## src/rtl/pipe_ctrl_pkg.sv

```systemverilog
// Shared definitions for the pipeline hazard controller.
// Contents:
//   REG_AW / REG_ZERO  register-file address width and the hard-wired zero register
//   state_t + INIT/RUN/MEM_WAIT/ERR  sequencer state encoding
//   reg_hit()          source/destination match that never fires on register 0
package pipe_ctrl_pkg;

    localparam int                REG_AW   = 5;
    localparam logic [REG_AW-1:0] REG_ZERO = 5'd0;

    typedef logic [1:0] state_t;

    localparam state_t INIT     = 2'd0;
    localparam state_t RUN      = 2'd1;
    localparam state_t MEM_WAIT = 2'd2;
    localparam state_t ERR      = 2'd3;

    // True when a producer register feeds the given consumer field.
    // Register 0 is constant, so writes to it can never create a dependency.
    function automatic logic reg_hit(input logic [REG_AW-1:0] prod,
                                     input logic [REG_AW-1:0] cons);
        return (prod != REG_ZERO) && (prod == cons);
    endfunction

endpackage

```

## src/rtl/pipe_hazard_ctrl_if.sv

```systemverilog
// Bus between the pipeline datapath and the hazard controller.
// master modport: datapath side (drives ID/EX/MEM hazard info, receives controls)
// slave modport : controller side (pipe_hazard_ctrl)
// Signals:
//   id_rs, id_rt, id_uses_rt, id_branch, id_br_taken   ID-stage instruction info
//   ex_memread, ex_regwrite, ex_dst, ex_rt              EX-stage instruction info
//   mem_memread, mem_rt, mem_busy                       MEM-stage info / memory ready
//   pc_write, pc_sel_branch, ifid_write, ifid_flush,
//   idex_bubble, exmem_write, memwb_write, wdog_err     pipeline controls / status
interface pipe_hazard_ctrl_if;

    logic [pipe_ctrl_pkg::REG_AW-1:0] id_rs;
    logic [pipe_ctrl_pkg::REG_AW-1:0] id_rt;
    logic                             id_uses_rt;
    logic                             id_branch;
    logic                             id_br_taken;
    logic                             ex_memread;
    logic                             ex_regwrite;
    logic [pipe_ctrl_pkg::REG_AW-1:0] ex_dst;
    logic [pipe_ctrl_pkg::REG_AW-1:0] ex_rt;
    logic                             mem_memread;
    logic [pipe_ctrl_pkg::REG_AW-1:0] mem_rt;
    logic                             mem_busy;

    logic pc_write;
    logic pc_sel_branch;
    logic ifid_write;
    logic ifid_flush;
    logic idex_bubble;
    logic exmem_write;
    logic memwb_write;
    logic wdog_err;

    modport master (
        output id_rs, id_rt, id_uses_rt, id_branch, id_br_taken,
               ex_memread, ex_regwrite, ex_dst, ex_rt,
               mem_memread, mem_rt, mem_busy,
        input  pc_write, pc_sel_branch, ifid_write, ifid_flush,
               idex_bubble, exmem_write, memwb_write, wdog_err
    );

    modport slave (
        input  id_rs, id_rt, id_uses_rt, id_branch, id_br_taken,
               ex_memread, ex_regwrite, ex_dst, ex_rt,
               mem_memread, mem_rt, mem_busy,
        output pc_write, pc_sel_branch, ifid_write, ifid_flush,
               idex_bubble, exmem_write, memwb_write, wdog_err
    );

endinterface

```

## src/rtl/pipe_hazard_ctrl_hazard_compare.sv

```systemverilog
// Purely combinational hazard detection.
// Inputs : ID-stage source fields/flags, EX and MEM producer info.
// Outputs: lu_o  load-use hazard (EX load feeds an ID source)
//          br_o  branch operand hazard (ID branch compares a value not yet
//                available: EX ALU result or MEM load result)
module hazard_compare
    import pipe_ctrl_pkg::*;
(
    input  logic [REG_AW-1:0] id_rs_i,
    input  logic [REG_AW-1:0] id_rt_i,
    input  logic              id_uses_rt_i,
    input  logic              id_branch_i,
    input  logic              ex_memread_i,
    input  logic              ex_regwrite_i,
    input  logic [REG_AW-1:0] ex_dst_i,
    input  logic [REG_AW-1:0] ex_rt_i,
    input  logic              mem_memread_i,
    input  logic [REG_AW-1:0] mem_rt_i,
    output logic              lu_o,
    output logic              br_o
);

    logic ex_feeds_br;
    logic mem_feeds_br;

    assign lu_o = ex_memread_i &
                  (reg_hit(ex_rt_i, id_rs_i) | (id_uses_rt_i & reg_hit(ex_rt_i, id_rt_i)));

    // The branch comparator in ID reads both fields regardless of id_uses_rt.
    assign ex_feeds_br  = ex_regwrite_i &
                          (reg_hit(ex_dst_i, id_rs_i) | reg_hit(ex_dst_i, id_rt_i));
    assign mem_feeds_br = mem_memread_i &
                          (reg_hit(mem_rt_i, id_rs_i) | reg_hit(mem_rt_i, id_rt_i));

    assign br_o = id_branch_i & (ex_feeds_br | mem_feeds_br);

endmodule

```

## src/rtl/pipe_hazard_ctrl.sv

```systemverilog
// Central pipeline sequencer for the 5-stage MIPS core.
// Drives PC / pipeline-register enables and flushes, stalls on load-use and
// branch operand hazards, redirects the PC on a taken branch, freezes the pipe
// while data memory is busy (with watchdog) and flushes the pipe after reset.
// Ports:
//   clk, rst_n          clock, asynchronous active-low reset
//   bus (slave)         hazard inputs and pipeline control outputs
//   perf_stall_cnt/perf_flush_cnt  saturating counters, only when the macro
//                       HAZARD_PERF_CNT_EN is defined
// Outputs are combinational from state and inputs (zero latency).
module pipe_hazard_ctrl
    import pipe_ctrl_pkg::*;
#(
    parameter int PIPE_DEPTH = 5,
    parameter int WDOG_LIMIT = 64,
    parameter int CNT_W      = 32
) (
    input  logic               clk,
    input  logic               rst_n,
`ifdef HAZARD_PERF_CNT_EN
    output logic [CNT_W-1:0]   perf_stall_cnt,
    output logic [CNT_W-1:0]   perf_flush_cnt,
`endif
    pipe_hazard_ctrl_if.slave  bus
);

    // One counter serves both the INIT flush length and the MEM_WAIT watchdog.
    localparam int            CNT_MAX   = (PIPE_DEPTH > WDOG_LIMIT) ? PIPE_DEPTH : WDOG_LIMIT;
    localparam int            CB        = $clog2(CNT_MAX + 1);
    localparam logic [CB-1:0] INIT_LAST = CB'(PIPE_DEPTH - 1);
    localparam logic [CB-1:0] WDOG_LAST = CB'(WDOG_LIMIT - 1);

    state_t        state_q, state_d;
    logic [CB-1:0] cnt_q, cnt_d;
    logic [CB-1:0] cnt_inc;
    logic          lu, br;

    logic pc_write, pc_sel_branch, ifid_write, ifid_flush;
    logic idex_bubble, exmem_write, memwb_write, wdog_err;

    hazard_compare u_cmp (
        .id_rs_i       (bus.id_rs),
        .id_rt_i       (bus.id_rt),
        .id_uses_rt_i  (bus.id_uses_rt),
        .id_branch_i   (bus.id_branch),
        .ex_memread_i  (bus.ex_memread),
        .ex_regwrite_i (bus.ex_regwrite),
        .ex_dst_i      (bus.ex_dst),
        .ex_rt_i       (bus.ex_rt),
        .mem_memread_i (bus.mem_memread),
        .mem_rt_i      (bus.mem_rt),
        .lu_o          (lu),
        .br_o          (br)
    );

    assign cnt_inc = cnt_q + CB'(1);

    always_ff @(posedge clk or negedge rst_n) begin
        if (!rst_n) begin
            state_q <= INIT;
            cnt_q   <= '0;
        end else begin
            state_q <= state_d;
            cnt_q   <= cnt_d;
        end
    end

    always_comb begin
        state_d = state_q;
        cnt_d   = cnt_q;
        case (state_q)
            INIT: begin
                if (cnt_q == INIT_LAST) begin
                    state_d = RUN;
                    cnt_d   = '0;
                end else begin
                    cnt_d = cnt_inc;
                end
            end
            RUN: begin
                if (bus.mem_busy) begin
                    state_d = MEM_WAIT;
                    cnt_d   = '0;
                end
            end
            MEM_WAIT: begin
                // The busy cycle seen in RUN counts toward the limit, so the
                // watchdog compares the incremented value.
                if (!bus.mem_busy) begin
                    state_d = RUN;
                    cnt_d   = '0;
                end else if (cnt_inc == WDOG_LAST) begin
                    state_d = ERR;
                    cnt_d   = cnt_inc;
                end else begin
                    cnt_d = cnt_inc;
                end
            end
            ERR: begin
                state_d = ERR;
            end
            default: begin
                state_d = INIT;
                cnt_d   = '0;
            end
        endcase
    end

    always_comb begin
        pc_write      = 1'b0;
        pc_sel_branch = 1'b0;
        ifid_write    = 1'b0;
        ifid_flush    = 1'b0;
        idex_bubble   = 1'b0;
        exmem_write   = 1'b0;
        memwb_write   = 1'b0;
        wdog_err      = 1'b0;
        case (state_q)
            INIT: begin
                ifid_flush  = 1'b1;
                idex_bubble = 1'b1;
            end
            // The cycle memory comes back out of MEM_WAIT behaves as RUN.
            RUN, MEM_WAIT: begin
                if (!bus.mem_busy) begin
                    pc_write    = 1'b1;
                    ifid_write  = 1'b1;
                    exmem_write = 1'b1;
                    memwb_write = 1'b1;
                    if (lu | br) begin
                        // A stalled branch re-resolves next cycle; no redirect now.
                        pc_write    = 1'b0;
                        ifid_write  = 1'b0;
                        idex_bubble = 1'b1;
                    end else if (bus.id_br_taken) begin
                        pc_sel_branch = 1'b1;
                        ifid_flush    = 1'b1;
                    end
                end
            end
            ERR: begin
                wdog_err = 1'b1;
            end
            default: begin
                ifid_flush  = 1'b1;
                idex_bubble = 1'b1;
            end
        endcase
    end

    assign bus.pc_write      = pc_write;
    assign bus.pc_sel_branch = pc_sel_branch;
    assign bus.ifid_write    = ifid_write;
    assign bus.ifid_flush    = ifid_flush;
    assign bus.idex_bubble   = idex_bubble;
    assign bus.exmem_write   = exmem_write;
    assign bus.memwb_write   = memwb_write;
    assign bus.wdog_err      = wdog_err;

`ifdef HAZARD_PERF_CNT_EN
    logic [CNT_W-1:0] stall_cnt_q, stall_cnt_d;
    logic [CNT_W-1:0] flush_cnt_q, flush_cnt_d;
    logic             stall_ev;

    function automatic logic [CNT_W-1:0] sat_inc(input logic [CNT_W-1:0] v,
                                                 input logic             en);
        return (en && (v != '1)) ? v + CNT_W'(1) : v;
    endfunction

    assign stall_ev    = ((state_q == RUN) && !bus.mem_busy && (lu | br)) ||
                         (state_q == MEM_WAIT);
    assign stall_cnt_d = sat_inc(stall_cnt_q, stall_ev);
    assign flush_cnt_d = sat_inc(flush_cnt_q, pc_sel_branch);

    always_ff @(posedge clk or negedge rst_n) begin
        if (!rst_n) begin
            stall_cnt_q <= '0;
            flush_cnt_q <= '0;
        end else begin
            stall_cnt_q <= stall_cnt_d;
            flush_cnt_q <= flush_cnt_d;
        end
    end

    assign perf_stall_cnt = stall_cnt_q;
    assign perf_flush_cnt = flush_cnt_q;
`else
    // Performance counters are not built in this configuration.
`endif

endmodule

```

## src/flat_wrapper.sv

```systemverilog
// flat-port wrapper written by rule: the top's interface ports become plain ports
module pipe_hazard_ctrl_flat import pipe_ctrl_pkg::*;
#(
    parameter int PIPE_DEPTH = 5,
    parameter int WDOG_LIMIT = 64,
    parameter int CNT_W      = 32
)
  (clk, rst_n, bus_id_rs, bus_id_rt, bus_id_uses_rt, bus_id_branch, bus_id_br_taken, bus_ex_memread, bus_ex_regwrite, bus_ex_dst, bus_ex_rt, bus_mem_memread, bus_mem_rt, bus_mem_busy, bus_pc_write, bus_pc_sel_branch, bus_ifid_write, bus_ifid_flush, bus_idex_bubble, bus_exmem_write, bus_memwb_write, bus_wdog_err);
  pipe_hazard_ctrl_if bus_i ();
  input  logic clk;
  input  logic rst_n;
  input wire logic [$bits(bus_i.id_rs)-1:0] bus_id_rs;
  input wire logic [$bits(bus_i.id_rt)-1:0] bus_id_rt;
  input wire logic [$bits(bus_i.id_uses_rt)-1:0] bus_id_uses_rt;
  input wire logic [$bits(bus_i.id_branch)-1:0] bus_id_branch;
  input wire logic [$bits(bus_i.id_br_taken)-1:0] bus_id_br_taken;
  input wire logic [$bits(bus_i.ex_memread)-1:0] bus_ex_memread;
  input wire logic [$bits(bus_i.ex_regwrite)-1:0] bus_ex_regwrite;
  input wire logic [$bits(bus_i.ex_dst)-1:0] bus_ex_dst;
  input wire logic [$bits(bus_i.ex_rt)-1:0] bus_ex_rt;
  input wire logic [$bits(bus_i.mem_memread)-1:0] bus_mem_memread;
  input wire logic [$bits(bus_i.mem_rt)-1:0] bus_mem_rt;
  input wire logic [$bits(bus_i.mem_busy)-1:0] bus_mem_busy;
  output wire logic [$bits(bus_i.pc_write)-1:0] bus_pc_write;
  output wire logic [$bits(bus_i.pc_sel_branch)-1:0] bus_pc_sel_branch;
  output wire logic [$bits(bus_i.ifid_write)-1:0] bus_ifid_write;
  output wire logic [$bits(bus_i.ifid_flush)-1:0] bus_ifid_flush;
  output wire logic [$bits(bus_i.idex_bubble)-1:0] bus_idex_bubble;
  output wire logic [$bits(bus_i.exmem_write)-1:0] bus_exmem_write;
  output wire logic [$bits(bus_i.memwb_write)-1:0] bus_memwb_write;
  output wire logic [$bits(bus_i.wdog_err)-1:0] bus_wdog_err;
  assign bus_i.id_rs = bus_id_rs;
  assign bus_i.id_rt = bus_id_rt;
  assign bus_i.id_uses_rt = bus_id_uses_rt;
  assign bus_i.id_branch = bus_id_branch;
  assign bus_i.id_br_taken = bus_id_br_taken;
  assign bus_i.ex_memread = bus_ex_memread;
  assign bus_i.ex_regwrite = bus_ex_regwrite;
  assign bus_i.ex_dst = bus_ex_dst;
  assign bus_i.ex_rt = bus_ex_rt;
  assign bus_i.mem_memread = bus_mem_memread;
  assign bus_i.mem_rt = bus_mem_rt;
  assign bus_i.mem_busy = bus_mem_busy;
  assign bus_pc_write = bus_i.pc_write;
  assign bus_pc_sel_branch = bus_i.pc_sel_branch;
  assign bus_ifid_write = bus_i.ifid_write;
  assign bus_ifid_flush = bus_i.ifid_flush;
  assign bus_idex_bubble = bus_i.idex_bubble;
  assign bus_exmem_write = bus_i.exmem_write;
  assign bus_memwb_write = bus_i.memwb_write;
  assign bus_wdog_err = bus_i.wdog_err;
  pipe_hazard_ctrl #(.PIPE_DEPTH(PIPE_DEPTH), .WDOG_LIMIT(WDOG_LIMIT), .CNT_W(CNT_W)) u_core (.clk(clk), .rst_n(rst_n), .bus(bus_i));
endmodule
```

## config.mk

```make
export PLATFORM = sky130hd
export DESIGN_NAME = pipe_hazard_ctrl_flat
export DESIGN_NICKNAME = d
export VERILOG_FILES = /design/src/rtl/pipe_ctrl_pkg.sv /design/src/rtl/pipe_hazard_ctrl_if.sv /design/src/rtl/pipe_hazard_ctrl_hazard_compare.sv /design/src/rtl/pipe_hazard_ctrl.sv /design/src/flat_wrapper.sv
export SDC_FILE = /design/constraint.sdc
export NUM_CORES = 1
export LEC_CHECK = 0
export CAP_MARGIN = 20
export CORE_MARGIN = 4
export CORE_UTILIZATION = 41
export CTS_CLUSTER_DIAMETER = 200
export CTS_CLUSTER_SIZE = 28
export DETAILED_ROUTE_END_ITERATION = 16
export GPL_TIMING_DRIVEN = 0
export PLACE_DENSITY = 0.76
export SETUP_SLACK_MARGIN = 0.02
export SLEW_MARGIN = 0
export SYNTH_ARGS = -nofsm -noshare
export SYNTH_HDL_FRONTEND = slang
export SYNTH_HIERARCHICAL = 1
export SYNTH_SLANG_ARGS = --single-unit
```

## constraint.sdc

```tcl
create_clock -name clk -period 3.49 [get_ports clk]
set_input_delay 0.698 -clock clk [delete_from_list [all_inputs] [get_ports clk]]
set_output_delay 0.698 -clock clk [all_outputs]
set_load 0.05 [all_outputs]
```

==> metrics <==
status=finished clean; power per standard cell area=170 nW/µm²; post-route minimum period=about 3.3 ns; final net count=221; H-tree Lvls=1; Worst EP required=2.79 ns; register share of total power=0.379; FFs w/ async S/R, synth=1.00; Clock Skew=0.00647 ns; worst skew pair latency=approximately 0.26 ns; r2r startpoint=u_core/state_q[1]$_DFFE_PN0P_; Root Driver=clkbuf_4; Slew @ Worst Pin=0.499 ns; Core Area=roughly 2500 µm²; Vias=1115; TritonRoute pass-1 iters=4; maximum number of pins on one net before global-route repair=11; per-cell routed wire length=roughly 15 µm; Ports=42; Worst setup EP type=output pin; Longest Clk Path Bufs=2; antenna-violating nets left=0; Design Area, Final=around 1600 µm²; Final period util=0.953; Power, Total=276 µW; Syn Nets=between 150 and 200; synth top area cells=xor2_1 (24%), dfrtp_1 (21%), ha_1 (8.0%); Gate Count Post-Synth=~130; CTS clk-pin slew, worst paths=0.06 ns; Post-Place Setup Slack=-0.638 ns; final worst setup slack=0.165 ns; total track usage=0.183; worst hold margin=0.536 ns; Top FF cell, synth=dfrtp_1; Synth area leader=xor2_1; initial antenna violation count=0; count leader, synth=xor2_1; RSZ-0062 raised after global routing=false; Die Y=59.7 µm; P_sw=between 70 and 80 µW; Worst Hold Class=reg2reg; #FFs+latches synth=9; Max transition margin=0.666; Setup crit start=bus_ex_rt[0]; DPL Wire Length=about 2600 µm; Sw Share=0.274; CP Class=in2out; cell internal pwr=200 µW; CTS tree=built; CP Data Arrival Time=2.63 ns; Overflow after GRT=0; commonest cells in the netlist=xor2_1 (30), nand2_1 (11), dfrtp_1 (9); fillers=~220; first-pass GRT wire length=5080 µm; placed cell area=between 1500 and 2000 µm²; Antenna Cells=0; Ys Warns=6; # DRC=0; Vias/cell=5.33; maximum vdd drop=0.201 mV; Initial DRC Count=47; cts hold-fix bufs=0; EDFF count, synth=0; Die X=59.7 µm; Clock Sink Count=9; post-synth top area share=0.240; total CTS buffers=3; layout cells sized above 1=0.134; worst hold path startpoint=u_core/cnt_q[6]$_DFFE_PN0P_; sequential area share after synthesis=0.206; Slew Viols, Final=0; clock power share=0.291; Fmax=0.301 GHz; gp weighted congestion=0.853; final hold violations=0; Worst setup SP type=primary input; max-cap check violation count=0; Synth-to-Final Area Change=48.3%; fin cells=approximately 210; P_leak=0.000718 µW; PortBufs=41; syn avg cell area=8.17 µm²; Initial Utilization=0.434; Inst Count DP=205; row cnt=18; CP Max Fanout=3; synthesized area=1090 µm²; DIE AREA=3560 µm²; number of global-route vias before repair=about 1100; Synth cell types=37; Comb power frac=0.331; Total Wirelength=around 3100 µm; Setup violations, final=0
[power by group through the flow]
stage	sequential [µW]	clock (µW)	combinational, µW
after detailed placement	106	0	89.8
after floorplan	106	0	31.2
after global placement	106	0	86.4
after global routing	104	87.9	98.4
after CTS	104	83.6	91.2
final	104	80.1	91.1
[worst max-delay path: stages]
cell and delay (ns):
clkdlybuf4s50_1 0.48, or4_1 0.56, o21ai_2 0.15, a21oi_2 0.07, nor3b_4 0.21, and2_4 0.18, nor2_2 0.04, nor2_4 0.09
buf_8 0.15
[flip-flops by register name (all words and copies together), names as in the netlist]
name,count
u_core/cnt_q,7
u_core/state_q,2
[cells in the final DEF, fill, tap and decap left out, types with 2 or more instances in the layout]
cell             netlist  final
a22oi_1                2      2
nor3b_1                3      2
dfrtp_1                9      9
o21ai_1                5      5
xnor2_1                3      3
dlymetal6s2s_1         0      8
o211ai_1               3      3
nand2b_1               2      2
nand3_1                4      4
nor4_1                 2      2
nor2_1                 8      6
ha_1                   7      7
a21oi_1                3      2
o22ai_1                4      3
buf_2                  1      4
nor3_1                 5      5
clkdlybuf4s50_1        0     28
or4_1                  3      2
clkbuf_4               0      3
inv_1                  6      6
a21o_1                 3      3
nand2_1               11     11
xor2_1                30     30
buf_4                  2      2
nor2_2                 1      2
[per-layer routing]
| metal | GRT usage | part of all wire | up-vias |
|---|---|---|---|
| met5 | 0 | 0 | - |
| met4 | 0.0506 | 0.011 | 0 |
| met3 | 0.0216 | 0.055 | 4 |
| met2 | 0.333 | 0.52 | 30 |
| met1 | 0.224 | 0.41 | 522 |
| li1 | - | - | 559 |
[cells by family after synthesis]
kind of cell,share of synthesized area
AND/OR/NAND/NOR,0.243
XOR/XNOR,0.264
AO/OA/AOI/OAI,0.149
buffers and inverters,0.0491
flip-flops,0.206
adder cells (fa/ha/maj),0.0800
multiplexers,0.00914
[worst paths after layout]
check / to / slack [ns] / depth (start not counted)
worst min-delay path: u_core/cnt_q[6]$_DFFE_PN0P_ / 0.54 / 2
max in group asynchronous: u_core/state_q[1]$_DFFE_PN0P_ / 2.44 / 1
worst max-delay path: bus_ifid_flush / 0.16 / 9
worst max register to register: u_core/cnt_q[5]$_DFFE_PN0P_ / 1.66 / 8
worst min register to register: u_core/cnt_q[6]$_DFFE_PN0P_ / 0.54 / 2
min in group asynchronous: u_core/cnt_q[5]$_DFFE_PN0P_ / 0.74 / 1
[per-stage QoR]
stage / util / TNS (ns)
2_1_floorplan: - / 0
3_3_place_gp: 0.621 / -2.01
3_5_place_dp: 0.621 / -2.40
4_1_cts: 0.633 / 0
5_1_grt: 0.644 / 0
6_report: 0.644 / 0
[cell type report]
type / instances / area, µm² / share of cell area
multi-input cells: 115 / 860 / 0.529
repair buffers: 41 / 422 / 0.260
flip-flops and latches: 9 / 225 / 0.139
well taps: 30 / 37.5 / 0.0231
plain buffers: 4 / 31.3 / 0.0193
clock buffers: 4 / 26.3 / 0.0162
inverters: 6 / 22.5 / 0.0139
[timing repair]
| item | in CTS | in global routing |
|---|---|---|
| buffers inserted | 0 | 0 |
| gates resized for setup | 25 | 15 |
| endpoints found under the hold margin | 0 | 0 |
| setup endpoints to repair | 5 | 5 |
| pin swaps | 0 | 5 |
No activity file was read; power rests on OpenSTA's default activity.
